`config.mk`:
```
export PLATFORM = sky130hd
export DESIGN_NAME = dmem_access_unit_flat
export DESIGN_NICKNAME = d
export VERILOG_FILES = /design/src/rtl/dmem_access_unit_if.sv /design/src/rtl/dmem_access_unit.sv /design/src/flat_wrapper.sv
export SDC_FILE = /design/constraint.sdc
export NUM_CORES = 1
export LEC_CHECK = 0
export BUFFER_PORTS_ARGS = -buffer_cell sky130_fd_sc_hd__buf_4
export CAP_MARGIN = 20
export CORE_UTILIZATION = 30
export CTS_CLUSTER_SIZE = 28
export DETAILED_ROUTE_END_ITERATION = 16
export SLEW_MARGIN = 20
export SYNTH_ARGS = -nofsm -noshare
export SYNTH_HDL_FRONTEND = slang
export SYNTH_SLANG_ARGS = --single-unit
```
`constraint.sdc`:
```
create_clock -name clk_i -period 3 [get_ports clk_i]
set_clock_uncertainty 0.05 [all_clocks]
set_input_delay 0.3 -clock clk_i [delete_from_list [all_inputs] [get_ports clk_i]]
set_output_delay 0.3 -clock clk_i [all_outputs]
set_load 0.02 [all_outputs]
```
`src/rtl/dmem_access_unit_if.sv`:
```
// LSU-side and data-memory-side handshake bundle for dmem_access_unit.
// master = the access unit, slave = the LSU/memory environment around it.
interface dmem_access_unit_if #(
  parameter int DATA_W = 32,
  parameter int ADDR_W = 32,
  parameter int TAG_W  = 6
);
  logic                lsu_valid_i;
  logic                lsu_load_i;
  logic [1:0]          lsu_size_i;
  logic                lsu_unsigned_i;
  logic [ADDR_W-1:0]   lsu_addr_i;
  logic [DATA_W-1:0]   lsu_st_data_i;
  logic [TAG_W-1:0]    lsu_tag_i;
  logic                lsu_read_o;

  logic                dmem_req_o;
  logic                dmem_gnt_i;
  logic                dmem_we_o;
  logic [DATA_W/8-1:0] dmem_be_o;
  logic [ADDR_W-1:0]   dmem_addr_o;
  logic [DATA_W-1:0]   dmem_wdata_o;
  logic                dmem_rvalid_i;
  logic [DATA_W-1:0]   dmem_rdata_i;

  modport master (
    input  lsu_valid_i, lsu_load_i, lsu_size_i, lsu_unsigned_i,
           lsu_addr_i, lsu_st_data_i, lsu_tag_i,
    output lsu_read_o,
    output dmem_req_o, dmem_we_o, dmem_be_o, dmem_addr_o, dmem_wdata_o,
    input  dmem_gnt_i, dmem_rvalid_i, dmem_rdata_i
  );

  modport slave (
    output lsu_valid_i, lsu_load_i, lsu_size_i, lsu_unsigned_i,
           lsu_addr_i, lsu_st_data_i, lsu_tag_i,
    input  lsu_read_o,
    input  dmem_req_o, dmem_we_o, dmem_be_o, dmem_addr_o, dmem_wdata_o,
    output dmem_gnt_i, dmem_rvalid_i, dmem_rdata_i
  );
endinterface

```
`src/rtl/dmem_access_unit.sv`:
```
// Pipelined LSU-to-data-memory bridge: up to MAX_OUTST in-order requests,
// lane steering, load extension, CDB broadcast, misalign reporting and flush.
module dmem_access_unit #(
  parameter int DATA_W    = 32,
  parameter int ADDR_W    = 32,
  parameter int MAX_OUTST = 4,
  parameter int TAG_W     = 6
) (
  input  logic               clk_i,
  input  logic               reset_i,
  input  logic               flush_i,
  dmem_access_unit_if.master bus,
  output logic [TAG_W-1:0]   cdb_tag_o,
  output logic [DATA_W-1:0]  cdb_val_o,
  output logic               misalign_o,
  output logic [TAG_W-1:0]   misalign_tag_o,
  output logic               busy_o
);

  localparam int BYTES = DATA_W / 8;
  localparam int OFF_W = $clog2(BYTES);
  localparam int PTR_W = (MAX_OUTST > 1) ? $clog2(MAX_OUTST) : 1;
  localparam int CNT_W = $clog2(MAX_OUTST + 1);
  localparam logic [TAG_W-1:0] NO_VAL = '1;

  typedef enum logic {RUN, DRAIN} state_t;

  typedef struct packed {
    logic             load;
    logic [TAG_W-1:0] tag;
    logic [1:0]       size;
    logic             uns;
    logic [OFF_W-1:0] off;
  } entry_t;

  state_t               r_state, w_state_nxt;
  entry_t               r_fifo [MAX_OUTST];
  logic [MAX_OUTST-1:0] r_kill;
  logic [PTR_W-1:0]     r_wr_ptr, r_rd_ptr;
  logic [CNT_W-1:0]     r_count, w_count_nxt;

  logic [TAG_W-1:0]     r_cdb_tag;
  logic [DATA_W-1:0]    r_cdb_val;
  logic                 r_misalign;
  logic [TAG_W-1:0]     r_mis_tag;

  logic                 w_aligned, w_run, w_has_room;
  logic                 w_push, w_pop, w_misalign, w_bcast;
  logic [OFF_W-1:0]     w_off;
  logic [BYTES-1:0]     w_lane_mask;
  entry_t               w_head;
  logic [DATA_W-1:0]    w_shift, w_ext;

  function automatic logic [PTR_W-1:0] ptr_inc(input logic [PTR_W-1:0] p);
    return (p == PTR_W'(MAX_OUTST - 1)) ? '0 : p + 1'b1;
  endfunction

  // ---------------- issue side ----------------
  always_comb begin
    w_aligned = 1'b0;
    case (bus.lsu_size_i)
      2'b00: w_aligned = 1'b1;
      2'b01: w_aligned = ~bus.lsu_addr_i[0];
      2'b10: w_aligned = (bus.lsu_addr_i[1:0] == 2'b00);
      2'b11: w_aligned = (DATA_W == 64) && (bus.lsu_addr_i[2:0] == 3'b000);
      default: w_aligned = 1'b0;
    endcase
  end

  always_comb begin
    w_lane_mask = '0;
    case (bus.lsu_size_i)
      2'b00: w_lane_mask = BYTES'(1);
      2'b01: w_lane_mask = BYTES'(3);
      2'b10: w_lane_mask = BYTES'(15);
      default: w_lane_mask = '1;
    endcase
  end

  // Reset gates the combinational outputs so they read idle while reset_i is held.
  assign w_run      = (r_state == RUN) && !reset_i;
  assign w_has_room = (r_count < CNT_W'(MAX_OUTST));
  assign w_off      = bus.lsu_addr_i[OFF_W-1:0];

  assign bus.dmem_req_o   = bus.lsu_valid_i & w_aligned & w_has_room & w_run;
  assign w_push           = bus.dmem_req_o & bus.dmem_gnt_i;
  assign w_misalign       = bus.lsu_valid_i & ~w_aligned & w_run;
  assign bus.lsu_read_o   = w_push | w_misalign;

  assign bus.dmem_we_o    = ~bus.lsu_load_i;
  assign bus.dmem_addr_o  = {bus.lsu_addr_i[ADDR_W-1:OFF_W], {OFF_W{1'b0}}};
  assign bus.dmem_be_o    = bus.lsu_load_i ? '1 : (w_lane_mask << w_off);
  assign bus.dmem_wdata_o = bus.lsu_st_data_i << {w_off, 3'b000};

  // ---------------- response side ----------------
  assign w_pop   = bus.dmem_rvalid_i & (r_count != '0);
  assign w_head  = r_fifo[r_rd_ptr];
  assign w_shift = bus.dmem_rdata_i >> {w_head.off, 3'b000};
  // A head popping in the flush cycle is squashed along with the rest.
  assign w_bcast = w_pop & w_head.load & ~r_kill[r_rd_ptr] & ~flush_i;

  always_comb begin
    w_ext = w_shift;
    case (w_head.size)
      2'b00: w_ext = w_head.uns ? DATA_W'(w_shift[7:0])  : DATA_W'($signed(w_shift[7:0]));
      2'b01: w_ext = w_head.uns ? DATA_W'(w_shift[15:0]) : DATA_W'($signed(w_shift[15:0]));
      2'b10: w_ext = w_head.uns ? DATA_W'(w_shift[31:0]) : DATA_W'($signed(w_shift[31:0]));
      default: w_ext = w_shift;
    endcase
  end

  always_comb begin
    w_count_nxt = r_count;
    case ({w_push, w_pop})
      2'b10:   w_count_nxt = r_count + 1'b1;
      2'b01:   w_count_nxt = r_count - 1'b1;
      default: w_count_nxt = r_count;
    endcase
  end

  // ---------------- FSM ----------------
  always_comb begin
    w_state_nxt = r_state;
    case (r_state)
      RUN:     if (flush_i && (w_count_nxt != '0)) w_state_nxt = DRAIN;
      DRAIN:   if (r_count == '0) w_state_nxt = RUN;
      default: w_state_nxt = RUN;
    endcase
  end

  always_ff @(posedge clk_i or posedge reset_i) begin
    if (reset_i) begin
      r_state    <= RUN;
      r_count    <= '0;
      r_wr_ptr   <= '0;
      r_rd_ptr   <= '0;
      r_kill     <= '0;
      r_cdb_tag  <= NO_VAL;
      r_cdb_val  <= '0;
      r_misalign <= 1'b0;
      r_mis_tag  <= NO_VAL;
    end else begin
      r_state <= w_state_nxt;
      r_count <= w_count_nxt;
      if (w_push) r_wr_ptr <= ptr_inc(r_wr_ptr);
      if (w_pop)  r_rd_ptr <= ptr_inc(r_rd_ptr);
      if (flush_i) r_kill <= '1;
      if (w_push)  r_kill[r_wr_ptr] <= flush_i;
      r_cdb_tag  <= w_bcast ? w_head.tag : NO_VAL;
      r_cdb_val  <= w_bcast ? w_ext : '0;
      r_misalign <= w_misalign;
      r_mis_tag  <= (w_misalign && bus.lsu_load_i) ? bus.lsu_tag_i : NO_VAL;
    end
  end

  always_ff @(posedge clk_i) begin
    if (w_push) begin
      r_fifo[r_wr_ptr] <= '{load: bus.lsu_load_i, tag: bus.lsu_tag_i,
                            size: bus.lsu_size_i, uns: bus.lsu_unsigned_i,
                            off: w_off};
    end
  end

  assign cdb_tag_o      = r_cdb_tag;
  assign cdb_val_o      = r_cdb_val;
  assign misalign_o     = r_misalign;
  assign misalign_tag_o = r_mis_tag;
  assign busy_o         = (r_count != '0);

endmodule
```
`src/flat_wrapper.sv`:
```
// flat-port wrapper written by rule: the top's interface ports become plain ports
module dmem_access_unit_flat 
#(
  parameter int DATA_W    = 32,
  parameter int ADDR_W    = 32,
  parameter int MAX_OUTST = 4,
  parameter int TAG_W     = 6
)
  (clk_i, reset_i, flush_i, cdb_tag_o, cdb_val_o, misalign_o, misalign_tag_o, busy_o, bus_lsu_valid_i, bus_lsu_load_i, bus_lsu_size_i, bus_lsu_unsigned_i, bus_lsu_addr_i, bus_lsu_st_data_i, bus_lsu_tag_i, bus_lsu_read_o, bus_dmem_req_o, bus_dmem_we_o, bus_dmem_be_o, bus_dmem_addr_o, bus_dmem_wdata_o, bus_dmem_gnt_i, bus_dmem_rvalid_i, bus_dmem_rdata_i);
  dmem_access_unit_if #(.DATA_W(DATA_W), .ADDR_W(ADDR_W), .TAG_W(TAG_W)) bus_i ();
  input  logic clk_i;
  input  logic reset_i;
  input  logic flush_i;
  output logic [TAG_W-1:0] cdb_tag_o;
  output logic [DATA_W-1:0] cdb_val_o;
  output logic misalign_o;
  output logic [TAG_W-1:0] misalign_tag_o;
  output logic busy_o;
  input wire logic [$bits(bus_i.lsu_valid_i)-1:0] bus_lsu_valid_i;
  input wire logic [$bits(bus_i.lsu_load_i)-1:0] bus_lsu_load_i;
  input wire logic [$bits(bus_i.lsu_size_i)-1:0] bus_lsu_size_i;
  input wire logic [$bits(bus_i.lsu_unsigned_i)-1:0] bus_lsu_unsigned_i;
  input wire logic [$bits(bus_i.lsu_addr_i)-1:0] bus_lsu_addr_i;
  input wire logic [$bits(bus_i.lsu_st_data_i)-1:0] bus_lsu_st_data_i;
  input wire logic [$bits(bus_i.lsu_tag_i)-1:0] bus_lsu_tag_i;
  output wire logic [$bits(bus_i.lsu_read_o)-1:0] bus_lsu_read_o;
  output wire logic [$bits(bus_i.dmem_req_o)-1:0] bus_dmem_req_o;
  output wire logic [$bits(bus_i.dmem_we_o)-1:0] bus_dmem_we_o;
  output wire logic [$bits(bus_i.dmem_be_o)-1:0] bus_dmem_be_o;
  output wire logic [$bits(bus_i.dmem_addr_o)-1:0] bus_dmem_addr_o;
  output wire logic [$bits(bus_i.dmem_wdata_o)-1:0] bus_dmem_wdata_o;
  input wire logic [$bits(bus_i.dmem_gnt_i)-1:0] bus_dmem_gnt_i;
  input wire logic [$bits(bus_i.dmem_rvalid_i)-1:0] bus_dmem_rvalid_i;
  input wire logic [$bits(bus_i.dmem_rdata_i)-1:0] bus_dmem_rdata_i;
  assign bus_i.lsu_valid_i = bus_lsu_valid_i;
  assign bus_i.lsu_load_i = bus_lsu_load_i;
  assign bus_i.lsu_size_i = bus_lsu_size_i;
  assign bus_i.lsu_unsigned_i = bus_lsu_unsigned_i;
  assign bus_i.lsu_addr_i = bus_lsu_addr_i;
  assign bus_i.lsu_st_data_i = bus_lsu_st_data_i;
  assign bus_i.lsu_tag_i = bus_lsu_tag_i;
  assign bus_lsu_read_o = bus_i.lsu_read_o;
  assign bus_dmem_req_o = bus_i.dmem_req_o;
  assign bus_dmem_we_o = bus_i.dmem_we_o;
  assign bus_dmem_be_o = bus_i.dmem_be_o;
  assign bus_dmem_addr_o = bus_i.dmem_addr_o;
  assign bus_dmem_wdata_o = bus_i.dmem_wdata_o;
  assign bus_i.dmem_gnt_i = bus_dmem_gnt_i;
  assign bus_i.dmem_rvalid_i = bus_dmem_rvalid_i;
  assign bus_i.dmem_rdata_i = bus_dmem_rdata_i;
  dmem_access_unit #(.DATA_W(DATA_W), .ADDR_W(ADDR_W), .MAX_OUTST(MAX_OUTST), .TAG_W(TAG_W)) u_core (.clk_i(clk_i), .reset_i(reset_i), .flush_i(flush_i), .bus(bus_i), .cdb_tag_o(cdb_tag_o), .cdb_val_o(cdb_val_o), .misalign_o(misalign_o), .misalign_tag_o(misalign_tag_o), .busy_o(busy_o));
endmodule
```
Yosys cells after proc, flatten, opt, wreduce, memory -nomap -nowiden
Memory sizes are Yosys's and may differ from the RTL's.
Index checks and enable logic that the tools add are counted.
W data, S select, Z words.
{"block": "classes", "bitwise_logic": 17, "n_eq_ne": 8, "n_addsub": 4, "mux": 24, "n_lt_le_gt_ge": 4, "n_reduce_logical": 11, "shift": 3}
{"cell": "$mux W32", "count": 3}
{"cell": "$pmux W32 S2", "count": 1}
{"cell": "$shl A32 B5 Y32", "count": 1}
{"cell": "$shr A32 B5 Y32", "count": 1}
{"cell": "$mux W4", "count": 3}
{"cell": "$mux W6", "count": 2}
{"cell": "$and A1 B1 Y1", "count": 10}
{"cell": "$eq A2 B2 Y1 const B", "count": 5}
{"cell": "$pmux W4 S2", "count": 1}
{"cell": "$eq A2 B1 Y1 const B", "count": 3}
{"cell": "$logic_not A2 Y1", "count": 3}
{"cell": "$lt A2 B3 Y1 const B", "count": 2}
{"cell": "$mux W1", "count": 6}
{"cell": "$not A1 Y1", "count": 6}
{"cell": "$pmux W3 S2", "count": 1}
{"cell": "$reduce_bool A3 Y1", "count": 2}
{"cell": "$add A2 B1 Y2 const B", "count": 2}
{"cell": "$bwmux W4", "count": 1}
{"cell": "$logic_and A1 B1 Y1", "count": 4}
{"cell": "$mux W2", "count": 2}
{"cell": "$pmux W1 S4", "count": 1}
{"cell": "$shl A4 B2 Y4", "count": 1}
{"cell": "$add A3 B1 Y3 const B", "count": 1}
{"cell": "$logic_not A3 Y1", "count": 1}
{"cell": "8 further kinds", "count": 8}
{"block": "totals", "output_inout_bits": 117, "reg_bits": 57, "memories": 1, "inputBits": 112, "elab_cells": 81, "ram_bits": 48}
{"memory": "u_core.r_fifo", "depth": 4, "width": 12, "rd": 1, "rd_ports_with_merged_regs": 0, "wr": 1, "line": "dmem_access_unit.sv:37", "source": "entry_t r_fifo [MAX_OUTST];"}

Depth between registers and ports, before layout
{"block": "depth", "depth_word": 12, "mapped_depth": 12, "depth_no_buf": 12}

Worst setup path after synthesis
No wires, ideal clock.
{"block": "synth_timing", "path_type": "in2reg", "startpoint": "input port bus_lsu_addr_i[1]", "endpoint": "register u_core.r_state", "setup_ps": 127, "required_time_ps": 2823, "stages": 12, "t_arrival_ps": 2326, "setup_slack_ps": 498, "path_cell_list": "o21a_1 > o22a_1 > nor4b_2 > inv_1 > ha_1 > inv_1 > fa_1 > xor2_1 > nor2_1 > xor2_1 > o31ai_1 > o21ai_0"}
{"block": "synth_via", "elab_chain_len": 12, "elab_cells_between_ends": 13, "classes_between": "eq/ne: 2; mux: 4; bitwise: 4; reduce/logical: 3"}
{"item": "start, declared", "line": "flat_wrapper.sv:23", "source": "input wire logic [$bits(bus_i.lsu_addr_i)-1:0] bus_lsu_addr_i;"}
{"item": "$logic_not A2 Y1 *", "line": "dmem_access_unit.sv:64", "source": "2'b10: w_aligned = (bus.lsu_addr_i[1:0] == 2'b00);"}
{"item": "$pmux W1 S4 *", "line": "dmem_access_unit.sv:61", "source": "case (bus.lsu_size_i)"}
{"item": "$and A1 B1 Y1 * (3 in a row)", "line": "dmem_access_unit.sv:85", "source": "assign bus.dmem_req_o = bus.lsu_valid_i & w_aligned & w_has_room & w_run;"}
{"item": "$and A1 B1 Y1 *", "line": "dmem_access_unit.sv:86", "source": "assign w_push = bus.dmem_req_o & bus.dmem_gnt_i;"}
{"item": "$eq A2 B1 Y1 or $eq A2 B2 Y1 (tied branches)", "line": "dmem_access_unit.sv:114", "source": "case ({w_push, w_pop})"}
{"item": "$pmux W3 S2 *", "line": "dmem_access_unit.sv:114"}
{"item": "named net u_core.w_count_nxt[2]", "line": "dmem_access_unit.sv:40", "source": "logic [CNT_W-1:0] r_count, w_count_nxt;"}
{"item": "$reduce_bool A3 Y1 *", "line": "dmem_access_unit.sv:125", "source": "RUN: if (flush_i && (w_count_nxt != '0)) w_state_nxt = DRAIN;"}
{"item": "$logic_and A1 B1 Y1 *", "line": "dmem_access_unit.sv:125"}
{"item": "$mux W1 *", "line": "dmem_access_unit.sv:125"}
{"item": "$pmux W1 S2 *", "line": "dmem_access_unit.sv:124", "source": "case (r_state)"}
{"item": "named net u_core.w_state_nxt", "line": "dmem_access_unit.sv:36", "source": "state_t r_state, w_state_nxt;"}
{"item": "end signal, assigned", "line": "dmem_access_unit.sv:143", "source": "r_state <= w_state_nxt;"}
{"item": "end, declared", "line": "dmem_access_unit.sv:36"}
Mark *: on every way through the listed nets, which the timed path passes. The rest lies on a longest branch.
A chain may end at the register's enable or synchronous reset.

Worst setup path after layout
{"block": "layout_timing", "startpoint": "register u_core.r_rd_ptr[0]", "endpoint": "register u_core.r_cdb_val[26], in the netlist u_core.cdb_val_o[26]"}
{"block": "layout_via", "elab_chain_len": 6, "elab_cells_between_ends": 14, "classes_between": "eq/ne: 1; shift: 1; mux: 6; bitwise: 4; reduce/logical: 1; memory: 1"}
{"item": "start, declared", "line": "dmem_access_unit.sv:39", "source": "logic [PTR_W-1:0] r_wr_ptr, r_rd_ptr;"}
{"item": "start signal, assigned", "line": "dmem_access_unit.sv:146", "source": "if (w_pop) r_rd_ptr <= ptr_inc(r_rd_ptr);"}
{"item": "parallel branches: the longest is 5 deep, another holds $mem_v2 Z4 W12"}
{"item": "$mux W32 *", "line": "dmem_access_unit.sv:150", "source": "r_cdb_val <= w_bcast ? w_ext : '0;"}
{"item": "end signal, assigned", "line": "dmem_access_unit.sv:150"}
{"item": "end, declared", "line": "dmem_access_unit.sv:43", "source": "logic [DATA_W-1:0] r_cdb_val;"}
Mark *: on every way between the ends. The select of a mux whose other input is x is not followed.

==> impl_metrics.tcl <==
set metrics [dict create \
    place_hpwl_um 9900 \
    cp.required_ns 3.14 \
    r2r-start "u_core.r_rd_ptr[0]" \
    diodes 0 \
    cts_root_buf "clkbuf_16" \
    period_needed_ns 2.57 \
    final.setup.tns_ns 0 \
    crit_end "u_core.cdb_val_o[26]" \
    timing.fmax_mhz 389 \
    clkTransAtPathRegs_ns 0.07 \
    die_w_um 134 \
    die-area_um2 17900 \
    ys.flop_type "edfxtp_1" \
    ctsHoldBuffers 0 \
    power.total_mw 4.13 \
    drc_errors 0 \
    rsz0062_at_grt "no" \
    relSlewSlack_pct 43.1 \
    cts_num_sinks 105 \
    die_h_um 134 \
    utilization_pct 40.4 \
    yosysWarnings 0 \
    synth-edff-count 48 \
    cts_resized 0 \
    drive_above_1_share_pct 42.7 \
    syn_area_per_cell_um2 12.2 \
    status "finished clean" \
    p_per_area_nw_per_um2 610 \
    io_pins 229 \
    seq_area_frac_synth_pct 55.2 \
    grt_most_used_layer "met2" \
    met3_usage_pct 4.08 \
    synth_cells 428 \
    r2r-end "u_core.cdb_val_o[26]" \
    use_met1_pct 16.2 \
    vias_per_cell 4.76 \
    wl_um 13200 \
    grt_pass1_wl_um 20500 \
    num-fill-cells 1631 \
    preCtsSetupSlack_ns 0.413 \
    async_flop_share_pct 54.3 \
    critical_path.max_fanout 17 \
    ant_nets 0 \
    max-cap-violations 0 \
    power.leakage_nw 3.07 \
    gr-total-overflow 0 \
    grtUsageMet2_pct 27.3 \
    final-setup-viol-count 0 \
    crit_path_end_kind "register" \
    ys_seq_elements 105 \
    hold_viol_final 0 \
    start_util_pct 31.1 \
    drtIter0Drc 121 \
    startpoint "u_core.r_rd_ptr[0]" \
    critPathKind "reg2reg" \
    drtPass1Iterations 4 \
    synth_cell_types 47 \
    grt_pass1_vias 3980 \
    cts_setup_buffers 0 \
    timing.final.ws_setup_ns 0.428 \
    multi_input_area_um2 1910 \
    rr_worst_depth 5 \
    clk_latency_ns 0.34 \
    worstMarginPinSlew_ns 0.853 \
    drv_slew 0 \
    min_path_type "in2async" \
    cts_buffers 9 \
    via_count 3738 \
    vdd_ir_drop_max_mv 0.298 \
    regArea_um2 2880 \
    row_count 47 \
    startpoint_type "register" \
    htreeDepth 3 \
    grtUsageTotal_pct 14.9 \
    synth_area_um2 5220 \
    areaGrowthSynthToFinish_pct 29.8 \
    period_share_pct 85.7 \
    arrival_ns 2.72 \
    grt_max_degree 48 \
    nets 679 \
    cts_tree "done" \
    antenna_found_initial 0 \
    coreArea_um2 16800 \
    wl_per_cell_um 16.9 \
    gp_congestion 0.814 \
    port_buffers 166 \
    clockBufferDepth 2 \
    reg2reg_slack_ns 0.43 \
]
==> placed cells by master, fill, tap and decap left out, types with 9 or more instances in the layout <==
cell type and n:
buf_4 176, edfxtp_1 48, dfrtp_1 45, mux2i_1 33, nand2_1 32, nor2_1 21, inv_1 21, o21ai_0 17
mux4_2 12, dfstp_2 12, and2_1 10, o31ai_1 10, nor2b_1 9, a211oi_1 9, clkbuf_16 9
==> cells by family after synthesis <==
kind of cell,share of synthesized area (%)
flops,55.2
simple gates,10.1
buf+inv,8.29
compound gates,10.2
mux,13.8
fa+ha+maj,1.82
xor+xnor,0.503
other cells,0.0718
==> state kept, by name, summed over array words and instances, names as in the netlist <==
register               flops
u_core.r_fifo             48
u_core.cdb_tag_o           6
u_core.r_rd_ptr            2
u_core.misalign_tag_o      6
u_core.r_state             1
u_core.r_wr_ptr            2
u_core.cdb_val_o          32
u_core.misalign_o          1
u_core.r_count             3
u_core.r_kill              4
==> synth_stat cells (7+ instances only) <==
library cell	instances	area share, %
mux2_2	8	1.7
dfstp_2	12	6.0
edfxtp_1	48	28
nor2b_1	9	1.1
inv_1	22	1.6
o21ai_0	17	1.6
mux2i_1	33	6.3
clkbuf_1	11	0.79
or2_2	8	0.96
o211a_1	7	1.3
and2_1	10	1.2
buf_4	33	4.7
dfrtp_1	45	22
o31ai_1	10	1.4
a211oi_1	9	1.3
buf_2	7	0.67
o21ai_1	7	0.67
nor2_1	21	1.5
a21oi_1	8	0.77
or3_1	7	0.84
mux4_2	12	5.2
nand2_1	32	2.3
o221ai_1	7	1.2
==> layout make-up <==
cell class,count,area share (%)
sequential,105,42.5
multi-input combinational,246,28.2
timing repair buffer,176,19.5
tap,220,4.06
clock buffer,10,3.53
inverter,22,1.24
clock inverter,6,0.997
==> routing by layer <==
layer / vias up / part of all wire [%]
li1: 1754 / -
met1: 1798 / 39
met2: 155 / 52
met3: 31 / 6.6
met4: 0 / 2.7
met5: - / 0
==> metrics by stage <==
| step | hold WS, ns | std cells | instance area [um^2] |
|---|---|---|---|
| final | 0.0608 | 785 | 6780 |
| after CTS | 0.0975 | 785 | 6780 |
| after global placement | 0.409 | 769 | 6470 |
| after detailed placement | 0.407 | 769 | 6470 |
| after global routing | 0.0926 | 785 | 6780 |
| after floorplan | 0.342 | 429 | 5220 |
==> worst max-delay path: stages (launching register included) <==
cell and delay (ns):
dfrtp_1 0.55, buf_4 0.25, mux4_2 0.70, mux2i_2 0.28, o211ai_4 0.44, o31ai_1 0.15
==> power by group <==
part           switching, mW  leakage [nW]  internal, mW
Combinational          0.689          1.78         0.596
Clock                  0.558         0.150         0.612
Sequential             0.103          1.15          1.57
==> worst min path at each step <==
stage / end / slack [ns] / cells past startpoint
after floorplan: u_core.r_kill[0] / 0.34 / 1
after global placement: u_core.r_kill[2] / 0.41 / 1
after detailed placement: u_core.r_kill[3] / 0.41 / 1
after CTS: u_core.r_fifo[2][5] / 0.1 / 1
after global routing: u_core.r_fifo[0][5] / 0.09 / 1
final: u_core.misalign_o / 0.06 / 2
No activity file was read; power rests on OpenSTA's default activity.
